==> src/rtl/pcie_axi_pkg.sv <==
// Shared definitions for the PCIe 32/64-bit AXI-stream width converters.
// Holds the dword placement within a 64-bit word, the dword keep encodings,
// the packer state encodings and the packed FIFO entry layout.
package pcie_axi_pkg;

   // The first dword of a pair goes to [63:32] and the second to [31:0].
   // The 64-to-32 RX unpacker uses the same order.
   localparam int TOP_HI = 63;
   localparam int TOP_LO = 32;
   localparam int BOT_HI = 31;
   localparam int BOT_LO = 0;

   // Dword keep encodings: bit1 covers [63:32], bit0 covers [31:0].
   localparam logic [1:0] KEEP_BOTH = 2'b11;
   localparam logic [1:0] KEEP_TOP  = 2'b10;

   // Packer states. WAIT_TOP expects the first dword of a pair.
   localparam logic [0:0] WAIT_TOP = 1'b0;
   localparam logic [0:0] WAIT_BOT = 1'b1;

   // One buffered output word, stored as {last, keep, data}.
   typedef struct packed {
      logic        last;
      logic [1:0]  keep;
      logic [63:0] data;
   } axi64_beat_t;

   localparam int BEAT_W = $bits(axi64_beat_t);

endpackage

==> src/rtl/axi_sync_fifo.sv <==
// Single-clock register FIFO with a combinational read from the head entry.
// Ports:
//   clk, rst (async, active-low)
//   wr_en / wr_data : push. It is ignored when the FIFO is full.
//   rd_en / rd_data : pop. It is ignored when the FIFO is empty.
//                     rd_data always shows the head entry.
//   full / empty    : status derived from the registered count.
module axi_sync_fifo
   import pcie_axi_pkg::*;
#(
   parameter int DATA_WIDTH    = BEAT_W,
   parameter int ADDRESS_WIDTH = 2
) (
   input  logic                  clk,
   input  logic                  rst,
   input  logic                  wr_en,
   input  logic [DATA_WIDTH-1:0] wr_data,
   input  logic                  rd_en,
   output logic [DATA_WIDTH-1:0] rd_data,
   output logic                  full,
   output logic                  empty
);

   localparam int DEPTH = 2 ** ADDRESS_WIDTH;
   localparam logic [ADDRESS_WIDTH:0] DEPTH_CNT = {1'b1, {ADDRESS_WIDTH{1'b0}}};

   logic [DATA_WIDTH-1:0]    mem_q [DEPTH];
   logic [DATA_WIDTH-1:0]    mem_d [DEPTH];
   logic [ADDRESS_WIDTH-1:0] wr_ptr_q, wr_ptr_d;
   logic [ADDRESS_WIDTH-1:0] rd_ptr_q, rd_ptr_d;
   logic [ADDRESS_WIDTH:0]   count_q, count_d;
   logic                     push;
   logic                     pop;

   assign full    = (count_q == DEPTH_CNT);
   assign empty   = (count_q == '0);
   assign rd_data = mem_q[rd_ptr_q];

   // NOTE: every always_comb output gets a default assignment first, so no path
   // leaves it unassigned and no latch is inferred.
   always_comb begin
      push     = wr_en && !full;
      pop      = rd_en && !empty;
      mem_d    = mem_q;
      wr_ptr_d = wr_ptr_q;
      rd_ptr_d = rd_ptr_q;
      count_d  = count_q;
      if (push) begin
         mem_d[wr_ptr_q] = wr_data;
         // The depth is a power of two, so the pointers wrap naturally.
         wr_ptr_d        = wr_ptr_q + ADDRESS_WIDTH'(1);
      end
      if (pop) begin
         rd_ptr_d = rd_ptr_q + ADDRESS_WIDTH'(1);
      end
      // A simultaneous push and pop leaves the count unchanged.
      if (push && !pop) begin
         count_d = count_q + (ADDRESS_WIDTH + 1)'(1);
      end else if (pop && !push) begin
         count_d = count_q - (ADDRESS_WIDTH + 1)'(1);
      end
   end

   // NOTE: sequential state uses non-blocking assignments, so every flop samples
   // the values from before the edge regardless of statement order.
   always_ff @(posedge clk or negedge rst) begin
      if (!rst) begin
         wr_ptr_q <= '0;
         rd_ptr_q <= '0;
         count_q  <= '0;
      end else begin
         wr_ptr_q <= wr_ptr_d;
         rd_ptr_q <= rd_ptr_d;
         count_q  <= count_d;
      end
   end

   // NOTE: the storage array has no reset. An entry is only visible once the
   // count covers it, and resetting the pointers and count empties the FIFO.
   always_ff @(posedge clk) begin
      mem_q <= mem_d;
   end

endmodule

==> src/rtl/pcie_32_to_64_axi.sv <==
// Packs a 32-bit AXI-stream of TLP dwords into a 64-bit AXI-stream for the
// PCIe core transmit interface. A small FIFO absorbs core backpressure.
// Ports:
//   clk, rst (async, active-low)
//   i_32_data/i_32_valid/i_32_last, o_32_ready : 32-bit input stream
//   o_64_data/o_64_keep/o_64_valid/o_64_last, i_64_ready : 64-bit output stream
// Packets never share an output word, so each packet starts in [63:32].
// An odd trailing dword is sent alone with keep = 2'b10.
module pcie_32_to_64_axi
   import pcie_axi_pkg::*;
#(
   parameter int ADDRESS_WIDTH = 2
) (
   input  logic        clk,
   input  logic        rst,
   input  logic [31:0] i_32_data,
   input  logic        i_32_valid,
   input  logic        i_32_last,
   output logic        o_32_ready,
   output logic [63:0] o_64_data,
   output logic [1:0]  o_64_keep,
   output logic        o_64_valid,
   output logic        o_64_last,
   input  logic        i_64_ready
);

   logic [0:0]  state_q, state_d;
   logic [31:0] top_q, top_d;
   logic        accept;
   logic        push;
   axi64_beat_t push_beat;
   axi64_beat_t head_beat;
   logic [BEAT_W-1:0] fifo_rd_data;
   logic        fifo_full;
   logic        fifo_empty;

   // Ready is gated by full even in WAIT_TOP, where an accept does not push.
   // This keeps ready a plain registered function and costs throughput only
   // while the FIFO is full.
   assign o_32_ready = rst && !fifo_full;
   assign accept     = i_32_valid && o_32_ready;

   always_comb begin
      state_d   = state_q;
      top_d     = top_q;
      push      = 1'b0;
      push_beat = '0;
      if (accept) begin
         if (state_q == WAIT_TOP) begin
            if (i_32_last) begin
               // A lone last dword is sent by itself, left-justified.
               push                         = 1'b1;
               push_beat.data[TOP_HI:TOP_LO] = i_32_data;
               push_beat.keep               = KEEP_TOP;
               push_beat.last               = 1'b1;
            end else begin
               top_d   = i_32_data;
               state_d = WAIT_BOT;
            end
         end else begin
            push                         = 1'b1;
            push_beat.data[TOP_HI:TOP_LO] = top_q;
            push_beat.data[BOT_HI:BOT_LO] = i_32_data;
            push_beat.keep               = KEEP_BOTH;
            push_beat.last               = i_32_last;
            state_d                      = WAIT_TOP;
         end
      end
   end

   always_ff @(posedge clk or negedge rst) begin
      if (!rst) begin
         state_q <= WAIT_TOP;
         top_q   <= '0;
      end else begin
         state_q <= state_d;
         top_q   <= top_d;
      end
   end

   axi_sync_fifo #(
      .DATA_WIDTH    (BEAT_W),
      .ADDRESS_WIDTH (ADDRESS_WIDTH)
   ) u_fifo (
      .clk     (clk),
      .rst     (rst),
      .wr_en   (push),
      .wr_data (push_beat),
      .rd_en   (i_64_ready),
      .rd_data (fifo_rd_data),
      .full    (fifo_full),
      .empty   (fifo_empty)
   );

   assign head_beat  = fifo_rd_data;
   assign o_64_valid = !fifo_empty;
   // Zero the payload while the FIFO is empty so that stale entries never
   // reach the bus, including during and after reset.
   assign o_64_data  = o_64_valid ? head_beat.data : '0;
   assign o_64_keep  = o_64_valid ? head_beat.keep : '0;
   assign o_64_last  = o_64_valid ? head_beat.last : 1'b0;

endmodule

==> config.mk <==
export PLATFORM = sky130hd
export DESIGN_NAME = pcie_32_to_64_axi
export DESIGN_NICKNAME = d
export VERILOG_FILES = /design/src/rtl/pcie_axi_pkg.sv /design/src/rtl/axi_sync_fifo.sv /design/src/rtl/pcie_32_to_64_axi.sv
export SDC_FILE = /design/constraint.sdc
export NUM_CORES = 1
export LEC_CHECK = 0
export ABC_AREA = 1
export BUFFER_PORTS_ARGS = -buffer_cell sky130_fd_sc_hd__buf_2
export CAP_MARGIN = 20
export CORE_AREA = 2 2 208 210
export DETAILED_ROUTE_END_ITERATION = 10
export DIE_AREA = 0 0 210 212
export PLACE_DENSITY = 0.51
export SETUP_SLACK_MARGIN = 0.02
export SLEW_MARGIN = 5
export SYNTH_ARGS = -nofsm -noshare
export SYNTH_HDL_FRONTEND = slang
export SYNTH_SLANG_ARGS = --single-unit
==> constraint.sdc <==
create_clock -name clk -period 5.45 [get_ports clk]
set_input_delay 0.2725 -clock clk [delete_from_list [all_inputs] [get_ports clk]]
set_output_delay 0.2725 -clock clk [all_outputs]
set_load 0.02 [all_outputs]
==> reports/summary.txt <==
Reg-to-Reg End: u_fifo.mem_q[91]$_DFFE_PP_
Hold Path Stages: 3
pwr dens: 572 nW/um^2
Crit. End Element: flop
clock buffer depth: 3
R2R depth: 6
worst skew pair latency: 0.51 ns
Hold Fails Final Rpt: 0
ANT nets after route: 0
Clk pin slew, worst setup/hold paths: 0.06 ns
DRT Wirelength: 34700 microns
placed cell count: 1765
GRT Util Overall: 0.154
Die H: 212 microns
Die W: 210 microns
CTS root buf: clkbuf_16
#FFs+latches synth: 308
Hold Path Sink: top_q[26]$_DFFE_PN0P_
GRT overflow: 0
Total Neg Setup Slack: 0 ns
I/O pin total: 106
fin crit period: 3.22 ns
crit path max fanout: 43
Multi-input gate area: 3310 sq um
critical path launch point type: input port
vias in the first global route: 8502
peak supply drop: 0.000389 V
layout cell share with drive strength beyond 1: 0.149
die area: 44500 sq um
Slew Viols, Final: 0
hold path startpoint: i_32_data[26]
drt via density: 4.85
Storage cell area: 9050 sq um
Post-Synthesis Cells: 1174
most frequent cell after synthesis: nor2_1
synth top area cells: edfxtp_1, nor2_1, dfrtp_1, o21ai_0, a21oi_1
post-layout net count: 1301
Max-cap violations: 0
Rel. slew slack: 0.283
total number of yosys warnings: 0
routed vias: 8869
number of I/O port buffers: 105
Initial Util: 0.304
area added between synthesis and finish: 17.2%
setup violators final: 0
count of cell types in the netlist: 25
first-pass GRT wire length: 52100 microns
row count: 76
Filler cells: 4231
CTS Buf Count: 35
drt drc: 0
RR Startpoint: state_q$_DFFE_PN0P_
Mapped Nets: 1217
Commonest cells post-synth: nor2_1, edfxtp_1, o21ai_0, a21oi_1, nand2_1
Seq/Total Area, Yosys: 0.701
CTS Sinks: 308
top_reg_cell synth: edfxtp_1
initial antenna violation count: 2
CP Data Required Time: 5.71 ns
Finished Layout Cells: 1829
period utilisation layout: 0.590
Worst-Margin Slew: 1.08 ns
HP Class: in -> reg
area of the core: 42500 sq um
RSZ-0062 raised after global routing: false
Avg Synthesized Cell Area: 11.0 sq um
Post-DP HPWL: 20100 microns
largest net degree at the start of global routing: 100
H-tree levels: 2
initial drt markers: 696
Wirelength per Cell: 19.0 microns
Util after Layout: 0.356
outcome: finished, final reports clean
reg2reg setup slack: 2.52 ns
Leakage: 5.68 nW
crit path kind: in -> reg
drt first pass iters: 5
clock skew: 0.0127 ns
asr flop ratio synth: 0.130
Synth area leader: edfxtp_1
Yosys top cell area share: 0.624
cell area after synthesis: 12900 sq um
gp weighted congestion: 0.798
CP arrival: 3.48 ns
CTS tree: done
post-CTS setup buffer count: 0
Fmax: 311 MHz
number of enable flip-flop cells after synthesis: 268
==> placed cells by master, fill, tap and decap left out, types with 2 or more instances in the layout <==
| cell | synthesis | routed |
|---|---|---|
| nor2_2 | 2 | 2 |
| nor3_1 | 33 | 33 |
| edfxtp_1 | 268 | 268 |
| nand4_1 | 36 | 36 |
| buf_4 | 2 | 19 |
| clkbuf_1 | 33 | 6 |
| bufinv_16 | 0 | 2 |
| buf_2 | 34 | 105 |
| clkbuf_8 | 0 | 5 |
| a21oi_1 | 99 | 99 |
| nand2_1 | 80 | 79 |
| nand3_1 | 2 | 2 |
| o21ai_0 | 128 | 128 |
| nor2_4 | 0 | 4 |
| xor2_1 | 3 | 3 |
| nor2_1 | 337 | 333 |
| clkinv_2 | 0 | 8 |
| inv_1 | 47 | 46 |
| dfrtp_1 | 40 | 38 |
| clkinv_1 | 1 | 6 |
| ha_1 | 5 | 5 |
| buf_12 | 0 | 2 |
| o21ai_1 | 6 | 6 |
| clkbuf_16 | 0 | 37 |
==> worst max-delay path by stage <==
stage | from | endpoint | slack [ns] | cells after the start
after detailed placement | rst | u_fifo.mem_q[75]$_DFFE_PP_ | 2.23 | 5
after CTS | rst | u_fifo.mem_q[91]$_DFFE_PP_ | 2.22 | 6
final | rst | u_fifo.mem_q[27]$_DFFE_PP_ | 2.23 | 9
after global placement | rst | u_fifo.mem_q[73]$_DFFE_PP_ | 2.30 | 5
after global routing | rst | u_fifo.mem_q[67]$_DFFE_PP_ | 1.99 | 9
after floorplan | state_q$_DFFE_PN0P_ | u_fifo.mem_q[0]$_DFFE_PP_ | 1.24 | 5
==> registers in the layout, summed over array words and instances (netlist names) <==
signal / flops
state_q: 1
top_q: 32
u_fifo.count_q: 3
u_fifo.mem_q: 268
u_fifo.rd_ptr_q: 2
u_fifo.wr_ptr_q: 2
==> logic make-up (layout without fill, tap and decap cells) <==
group | after synthesis | in the layout | share of synthesized area
xor gates and xnor gates | 4 | 4 | 0.00272
DFF | 308 | 308 | 0.701
other | 0 | 1 | 0
AOI/OAI and AO/OA | 234 | 234 | 0.0917
adders and majority gates | 6 | 6 | 0.00640
buffers and inverters | 132 | 240 | 0.0445
and+or+nand+nor | 490 | 490 | 0.153
==> final cells by class <==
class / instances / share of cell area
Clock buffer: 48 / 0.0673
Sequential cell: 308 / 0.599
Antenna cell: 1 / 0.000165
Timing Repair Buffer: 128 / 0.0493
Tap cell: 546 / 0.0452
Multi-Input combinational cell: 734 / 0.219
Clock inverter: 13 / 0.00745
Inverter: 51 / 0.0129
==> power breakdown <==
part           leakage (nW)  total [mW]  switching, mW  internal [mW]
Clock                 0.559        2.29          0.895           1.40
Combinational          2.11        3.30           2.37          0.934
Sequential             3.02        3.06          0.161           2.90
Total                  5.68        8.65           3.42           5.23
==> worst max-delay path, stage by stage <==
cell and delay (ns):
dlygate4sd3_1 0.52, buf_2 0.09, buf_4 0.48, inv_2 0.09, a21oi_4 0.12, buf_4 0.37
nand2_2 0.58, buf_4 0.48, nor3_1 0.39
==> through the flow <==
stage | area [sq um] | power [mW] | setup WS (ns) | hold slack (ns)
after floorplan | 12900 | 5.28 | 1.24 | -0.0231
after global placement | 14000 | 6.48 | 2.30 | 0.394
after detailed placement | 14000 | 6.51 | 2.23 | 0.394
after CTS | 15100 | 8.82 | 2.22 | 0.0374
after global routing | 15100 | 9.21 | 1.99 | 0.0483
final | 15100 | 8.65 | 2.23 | 0.0491
==> routing by layer <==
layer | GRT usage | part of all wire | vias up
met2 | 0.254 | 0.48 | 239
met3 | 0.0276 | 0.052 | 51
met1 | 0.211 | 0.45 | 4357
li1 | - | - | 4222
met5 | 0 | 0 | -
met4 | 0.0394 | 0.018 | 0
==> repair_timing <==
action                                 in CTS  in global routing
hold buffers                                1                  0
gates resized for setup                     0                  0
endpoints found under the hold margin      40                  0
Power figures use the tool's default switching activity.
